$ cat src/rtl/frog_controller.sv
// frog_controller: four raw direction buttons -> synchronised, debounced press
// events -> one queued move, applied only on frame_tick so the frog never
// tears mid-frame. Also handles respawn on death or on reaching the top row,
// and keeps a saturating crossing score.
// Optional build macro FROG_WRAP_EN: horizontal moves wrap around the screen
// instead of clamping at the walls.
module frog_controller #(
  parameter int DEBOUNCE_CYCLES = 250000,
  parameter int GRID_SIZE       = 32,
  parameter int SCREEN_W        = 640,
  parameter int SCREEN_H        = 480,
  parameter int START_X         = 320,
  parameter int START_Y         = 448
) (
  input  logic       clk,
  input  logic       rst_n,
  input  logic       btn_up,
  input  logic       btn_down,
  input  logic       btn_left,
  input  logic       btn_right,
  input  logic       frame_tick,
  input  logic       frog_die,
  output logic [9:0] frog_x,
  output logic [9:0] frog_y,
  output logic       frog_win,
  output logic [7:0] score
);

  localparam int CNT_W = (DEBOUNCE_CYCLES > 1) ? $clog2(DEBOUNCE_CYCLES) : 1;
  localparam logic [CNT_W-1:0] CNT_LAST = CNT_W'(DEBOUNCE_CYCLES - 1);

  // 11-bit signed intermediates so a step below 0 is a negative number, not a wrap
  localparam logic signed [10:0] STEP  = 11'(GRID_SIZE);
  localparam logic signed [10:0] MAX_X = 11'(SCREEN_W - GRID_SIZE);
  localparam logic signed [10:0] MAX_Y = 11'(SCREEN_H - GRID_SIZE);
  localparam logic [9:0]         RESPAWN_X = 10'(START_X);
  localparam logic [9:0]         RESPAWN_Y = 10'(START_Y);

  typedef enum logic [2:0] {
    MV_NONE  = 3'd0,
    MV_UP    = 3'd1,
    MV_DOWN  = 3'd2,
    MV_LEFT  = 3'd3,
    MV_RIGHT = 3'd4
  } move_e;

  // Keep a position inside [0, hi]
  function automatic logic signed [10:0] clamp_pos(input logic signed [10:0] v,
                                                   input logic signed [10:0] hi);
    if (v < 11'sd0)   clamp_pos = 11'sd0;
    else if (v > hi)  clamp_pos = hi;
    else              clamp_pos = v;
  endfunction

  // Horizontal limit handling: wrap to the opposite wall, or clamp
  function automatic logic signed [10:0] horiz_pos(input logic signed [10:0] v);
`ifdef FROG_WRAP_EN
    if (v < 11'sd0)     horiz_pos = MAX_X;
    else if (v > MAX_X) horiz_pos = 11'sd0;
    else                horiz_pos = v;
`else
    horiz_pos = clamp_pos(v, MAX_X);
`endif
  endfunction

  // Crossing counter that holds at 255
  function automatic logic [7:0] sat_inc8(input logic [7:0] v);
    sat_inc8 = (v == 8'hFF) ? v : v + 8'd1;
  endfunction

  // Button vector order: [3]=up [2]=down [1]=left [0]=right
  logic [3:0] btn_raw;
  assign btn_raw = {btn_up, btn_down, btn_left, btn_right};

  logic [3:0]       sync1_q, sync1_d;
  logic [3:0]       sync2_q, sync2_d;
  logic [3:0]       deb_q, deb_d;
  logic [CNT_W-1:0] cnt_q [4];
  logic [CNT_W-1:0] cnt_d [4];
  logic [3:0]       press;
  move_e            press_mv;
  move_e            pend_q, pend_d;
  logic [9:0]       x_q, x_d;
  logic [9:0]       y_q, y_d;
  logic             win_q, win_d;
  logic [7:0]       score_q, score_d;
  logic signed [10:0] x_s, y_s, nx_s, ny_s;

  // Two-flop synchroniser for the asynchronous buttons
  always_comb begin
    sync1_d = btn_raw;
    sync2_d = sync1_q;
  end

  // Per-button debounce: count while synced differs from debounced, accept on the last count
  always_comb begin
    deb_d = deb_q;
    press = 4'b0000;
    for (int i = 0; i < 4; i++) begin
      cnt_d[i] = '0;
      if (sync2_q[i] != deb_q[i]) begin
        if (cnt_q[i] == CNT_LAST) begin
          deb_d[i] = sync2_q[i];
          press[i] = sync2_q[i];
        end else begin
          cnt_d[i] = cnt_q[i] + 1'b1;
        end
      end
    end
  end

  // Same-cycle presses resolve with priority up > down > left > right
  always_comb begin
    press_mv = MV_NONE;
    if (press[3])      press_mv = MV_UP;
    else if (press[2]) press_mv = MV_DOWN;
    else if (press[1]) press_mv = MV_LEFT;
    else if (press[0]) press_mv = MV_RIGHT;
  end

  // Candidate position after applying the pending move, with wall handling
  always_comb begin
    x_s  = signed'({1'b0, x_q});
    y_s  = signed'({1'b0, y_q});
    nx_s = x_s;
    ny_s = y_s;
    case (pend_q)
      MV_UP:    ny_s = clamp_pos(y_s - STEP, MAX_Y);
      MV_DOWN:  ny_s = clamp_pos(y_s + STEP, MAX_Y);
      MV_LEFT:  nx_s = horiz_pos(x_s - STEP);
      MV_RIGHT: nx_s = horiz_pos(x_s + STEP);
      default:  ;
    endcase
  end

  // Frame-tick update: die > top-row win > pending move > hold; pending queue control
  always_comb begin
    x_d     = x_q;
    y_d     = y_q;
    win_d   = 1'b0;
    score_d = score_q;
    pend_d  = pend_q;
    if (frame_tick) begin
      // A press landing on the tick itself is kept for the next frame
      pend_d = press_mv;
      if (frog_die) begin
        x_d = RESPAWN_X;
        y_d = RESPAWN_Y;
      end else if (y_q == 10'd0) begin
        x_d     = RESPAWN_X;
        y_d     = RESPAWN_Y;
        win_d   = 1'b1;
        score_d = sat_inc8(score_q);
      end else begin
        x_d = 10'(nx_s);
        y_d = 10'(ny_s);
      end
    end else if (pend_q == MV_NONE) begin
      pend_d = press_mv;
    end
  end

  // State registers; reset discards debounce progress and any queued move
  always_ff @(posedge clk or negedge rst_n) begin
    if (!rst_n) begin
      sync1_q <= 4'b0000;
      sync2_q <= 4'b0000;
      deb_q   <= 4'b0000;
      for (int i = 0; i < 4; i++) cnt_q[i] <= '0;
      pend_q  <= MV_NONE;
      x_q     <= RESPAWN_X;
      y_q     <= RESPAWN_Y;
      win_q   <= 1'b0;
      score_q <= 8'd0;
    end else begin
      sync1_q <= sync1_d;
      sync2_q <= sync2_d;
      deb_q   <= deb_d;
      for (int i = 0; i < 4; i++) cnt_q[i] <= cnt_d[i];
      pend_q  <= pend_d;
      x_q     <= x_d;
      y_q     <= y_d;
      win_q   <= win_d;
      score_q <= score_d;
    end
  end

  assign frog_x   = x_q;
  assign frog_y   = y_q;
  assign frog_win = win_q;
  assign score    = score_q;

endmodule

$ cat config.mk
export PLATFORM = sky130hd
export DESIGN_NAME = frog_controller
export DESIGN_NICKNAME = d
export VERILOG_FILES = /design/src/rtl/frog_controller.sv
export SDC_FILE = /design/constraint.sdc
export NUM_CORES = 1
export LEC_CHECK = 0
export BUFFER_PORTS_ARGS = -buffer_cell sky130_fd_sc_hd__buf_2
export CAP_MARGIN = 15
export CORE_UTILIZATION = 50
export DETAILED_ROUTE_END_ITERATION = 16
export HOLD_SLACK_MARGIN = 0.03
export PLACE_DENSITY = 0.68
export SYNTH_ARGS = -nofsm -noshare
export SYNTH_HDL_FRONTEND = slang
export SYNTH_SLANG_ARGS = --single-unit
export TNS_END_PERCENT = 100
$ cat constraint.sdc
create_clock -name clk -period 3.3 [get_ports clk]
set_input_delay 0.33 -clock clk [delete_from_list [all_inputs] [get_ports clk]]
set_output_delay 0.33 -clock clk [all_outputs]
set_load 0.01 [all_outputs]
Word level (Yosys, flattened, before mapping)
Index checks and enable logic that the tools add are counted.

word-level totals
  flip-flop bits (word level) = 116
  output and inout bits = 29
  word-level logic and storage cells = 98

cells by class
  $add $sub $neg = 9
  $lt $le $gt $ge = 8
  equal/unequal tests = 13
  muxes and demuxes = 39
  bitwise logic cells = 2
  reductions and logical operators = 12

operators by type and width
  cell                                                              number
  two-way mux 18 bit                                                8
  two-way mux 10 bit                                                12
  adder 18 x 1 -> 18 bit (second input constant)                    4
  equality test 18 bit (second input constant)                      4
  less-than comparator 11 x 1 -> 1 bit (second input constant)      4
  one-hot mux 10 bit (2 select lines)                               2
  adder 10 x 6 -> 11 bit (second input constant)                    2
  greater-than comparator 11 x 10 -> 1 bit (second input constant)  2
  greater-than comparator 11 bit (second input constant)            2
  subtractor 10 x 6 -> 11 bit (second input constant)               2
  two-way mux 3 bit                                                 6
  AND reduction 2 bit                                               6
  two-way mux 1 bit                                                 11
  logical NOT 10 bit                                                1
  adder 8 x 1 -> 8 bit (second input constant)                      1
  equality test 8 bit (second input constant)                       1
  nonzero test 4 bit                                                2
  equality test 3 x 2 -> 1 bit (second input constant)              2
  inequality test 1 bit                                             4
  AND reduction 4 bit                                               1
  equality test 3 x 1 -> 1 bit (second input constant)              1
  equality test 3 bit (second input constant)                       1
  logical NOT 3 bit                                                 1
  inverter 1 bit                                                    2
  nonzero test 2 bit                                                1

Longest topological paths before layout
  depth in word-level cells = 9
  depth in mapped cells = 8
  mapped depth without buffers = 7

Least setup slack after synthesis
No wires, ideal clock.

  path type = flip-flop to flip-flop
  from = register x_q[6] (netlist: frog_x[6])
  to = register x_q[5] (netlist: frog_x[5])
  setup time = 0.126 ns
  arrival time = 1.989 ns
  data required time = 3.174 ns
  slack = 1.185 ns
  cell stages (with the launch flop) = 8
  path buffers = 0
  period minus slack after synthesis = 2.115 ns
  path through = dfstp_2 > inv_1 > ha_1 > nor3b_1 > or4_1 > a311oi_2 > o221a_1 > o22ai_1

on the way
  word-level cells in the longest chain between the ends = 7
  elaborated cells between the ends (all ways) = 13
  classes of those cells = add/sub: 2; order compare: 4; mux: 7

RTL lines
  item                                                                   line      text
  from (decl)                                                            83        logic [9:0] x_q, x_d;
  from (signal assigned)                                                 171       x_q <= RESPAWN_X;
  from (signal assigned)                                                 181       x_q <= x_d;
  adder 10 x 6 -> 11 bit or subtractor 10 x 6 -> 11 bit (tied branches)  131, 130
  greater-than comparator 11 bit                                         51        else if (v > hi) clamp_pos = hi;
  two-way mux 10 bit                                                     51
  two-way mux 10 bit                                                     50        if (v < 11'sd0) clamp_pos = 11'sd0;
  one-hot mux 10 bit (2 select lines) *                                  127       case (pend_q)
  two-way mux 10 bit *                                                   149       end else if (y_q == 10'd0) begin
  two-way mux 10 bit *                                                   146       if (frog_die) begin

Every way passes the cells marked *; elsewhere a longest branch is shown, timed or not.
A chain may end at the register's enable or synchronous reset.

Final worst setup path
Ends and elaborated chain as after synthesis.

==> flow_summary.yaml <==
global_route:
  grt_pass1_wl_um: 17900
  grt.total_usage: 0.188
  antenna_found_initial: 0
  grt_pass1_vias: 4097
  gr-total-overflow: 0
  grt_start_max_net_pins: 55
yosys:
  synth_top_area_frac: 0.445
  syn_area_per_cell_sq_um: 9.76
  synthTopCellsByCount: "dfrtp_1 (101), nor2_1 (101), xor2_1 (43), nand2_1 (38), nand3_1 (38)"
  syn_area_sq_um: 5680
  synth.distinct_cells: 73
  synthMuxAreaShare: 0.0115
  synth_fa_ha_area_frac: 0.0242
  ys_ff_latch: 106
  ys.flop_type: "dfrtp_1"
  synth.area.top_cells: "dfrtp_1 (45%), nor2_1 (6.7%), xor2_1 (6.6%), xnor2_1 (5.7%), nand3_1 (3.3%)"
  synth_async_sr_flop_share: 1.00
  synth_xor_area_frac: 0.123
  synth.largest_area_cell: "dfrtp_1"
  synth_compound_area_frac: 0.0837
  yosys_warnings: 0
  syn_inst: 582
  synth_edf_count: 0
  seq_area_frac_synth: 0.468
  synthSimpleGateAreaFrac: 0.246
  synth_top_family_by_area: "simple AND/OR/NAND/NOR gates"
finish:
  multiInputGateArea_sq_um: 2810
  n_antenna_cell: 0
  area_growth_pct: 8.55
  drive_gt1_frac: 0.112
  nets: 622
  finalNonFillerCells: 748
  fillers: 973
  regArea_sq_um: 2660
setup_path:
  worst_setup_path_start_kind: "flip-flop"
  critPathMaxFanout: 7
  r2r_start: "frog_x[6]$_DFFE_PN1P_"
  worstSetupPathType: "reg2reg"
  endpoint_kind: "flip-flop"
  crit_start: "frog_x[6]$_DFFE_PN1P_"
  cp.arrival_ps: 2500
  cp.required_ps: 3520
floorplanning:
  rows: 38
  die_w_um: 109
  ioPinCount: 37
  core_sq_um: 10900
  dieArea_sq_um: 11800
  initial_core_util: 0.519
  fp.dieH_um: 109
sta:
  setup_viol: 0
  setup_ws_ps: 1020
  hold_ws_ps: 25.0
  setup-tns-final_ps: 0
  fin_crit_sh: 0.691
  fmax_mhz: 439
  drv_slew: 0
  finalHoldViolations: 0
  min_period_ps: 2280
  rsz0062_at_grt: "no"
  max-slew-margin-rel: 0.546
  fin_skew_ps: 6.01
  tightestPinTransition_ps: 681
clock_network:
  cts_made_buffers: 9
  h-tree-depth: 3
  clk_latency_ps: 340
  cts_hold_buf: 0
  cts_resized: 0
  cts_tree: "yes"
  root_buffer: "clkbuf_16"
  cts_setup_buffers: 0
  cts_buffer_depth: 2
  cts_sinks: 106
  clkSlewWorstSetupHoldPaths_ps: 70
power:
  total_power_mw: 2.63
  vdd_drop_max_mv: 0.243
  p_leak_nw: 2.68
  power.density_nw_per_um2: 427
place:
  hpwl_um: 7090
  port_buffers: 26
  place_congestion: 0.852
  placed_cells: 732
  dp_slack_ps: 1060
drt:
  avgViaCountPerCell: 5.51
  drt-initial-drc-count: 271
  vias: 4121
  dr.pass1.iters: 4
  wire_per_inst_um: 13.7
  ant_nets: 0
  drc: 0
  wirelength_um: 10200
hold_path:
  hp-class: "in2async"
job:
  drv_cap: 0
run_status:
  run_status: "finished, final reports clean"
==> routing by layer <==
| metal | global-route usage | routed length [um] | up-vias |
|---|---|---|---|
| met5 | 0 | 0 | - |
| met4 | 0.0743 | 146 | 0 |
| met3 | 0.0229 | 260 | 14 |
| met2 | 0.318 | 4880 | 71 |
| met1 | 0.246 | 4930 | 1990 |
| li1 | - | - | 2046 |
==> layout make-up <==
class | count | share of cell area
multi-input combinational | 442 | 0.457
sequential | 106 | 0.431
clock buffer | 10 | 0.0388
inverter | 17 | 0.0104
tap | 140 | 0.0284
clock inverter | 6 | 0.00974
timing repair buffer | 27 | 0.0248
==> per-stage QoR <==
stage,util,instance area [sq um]
finish,0.564,6160
floorplan,-,5710
global route,0.564,6160
detailed placement,0.536,5860
global placement,0.536,5860
CTS,0.564,6160
==> where the power goes <==
part,internal (mW),switching [mW]
Combinational,0.0779,0.123
Clock,0.550,0.502
Sequential,1.33,0.0508
==> cells in the final DEF, fill, tap and decap left out, drive strengths merged, types with 5 or more instances in the layout <==
cell / instances
nor2: 101
dfrtp: 101
xor2: 43
nand2: 39
nand3: 38
xnor2: 37
buf: 27
nand4: 21
inv: 20
nor3: 12
ha: 11
and3: 10
conb: 10
clkbuf: 10
o21ai: 10
nor4: 9
a21oi: 7
nand2b: 6
and2: 5
dfstp: 5
nor4b: 5
==> registers in the layout, indices dropped and copies added (netlist names) <==
| register | cells |
|---|---|
| frog_y | 5 |
| deb_q | 4 |
| frog_win | 1 |
| sync2_q | 4 |
| cnt_q | 72 |
| sync1_q | 4 |
| pend_q | 3 |
| frog_x | 5 |
| score | 8 |
==> path summary, 6_finish.rpt <==
kind / end / slack (ps) / cells after the start
max in group asynchronous: frog_y[8]$_DFFE_PN1P_ / 2520 / 2
setup / recovery: frog_x[5]$_DFFE_PN0P_ / 1020 / 7
min in group clk: sync1_q[0]$_DFF_PN0_ / 90 / 1
hold / removal: cnt_q[65]$_DFF_PN0_ / 20 / 1
hold reg to reg: sync2_q[2]$_DFF_PN0_ / 390 / 0
setup reg to reg: frog_x[5]$_DFFE_PN0P_ / 1020 / 7
==> critical path: stages (launching register included) <==
cell      delay (ps)
dfstp_2          580
inv_1             80
ha_1             250
nor3b_1          200
or4_1            450
a311oi_2         300
o221a_1          220
o22ai_1           80
==> cell families (layout without fill, tap and decap cells) <==
kind of cell | count (synthesis) | count (layout)
and+or+nand+nor | 274 | 274
xor gates and xnor gates | 80 | 80
DFF | 106 | 106
adders and majority gates | 11 | 11
other | 1 | 10
buffers and inverters | 43 | 60
AOI/OAI and AO/OA | 61 | 61
muxes | 6 | 6
Power figures use the tool's default switching activity.
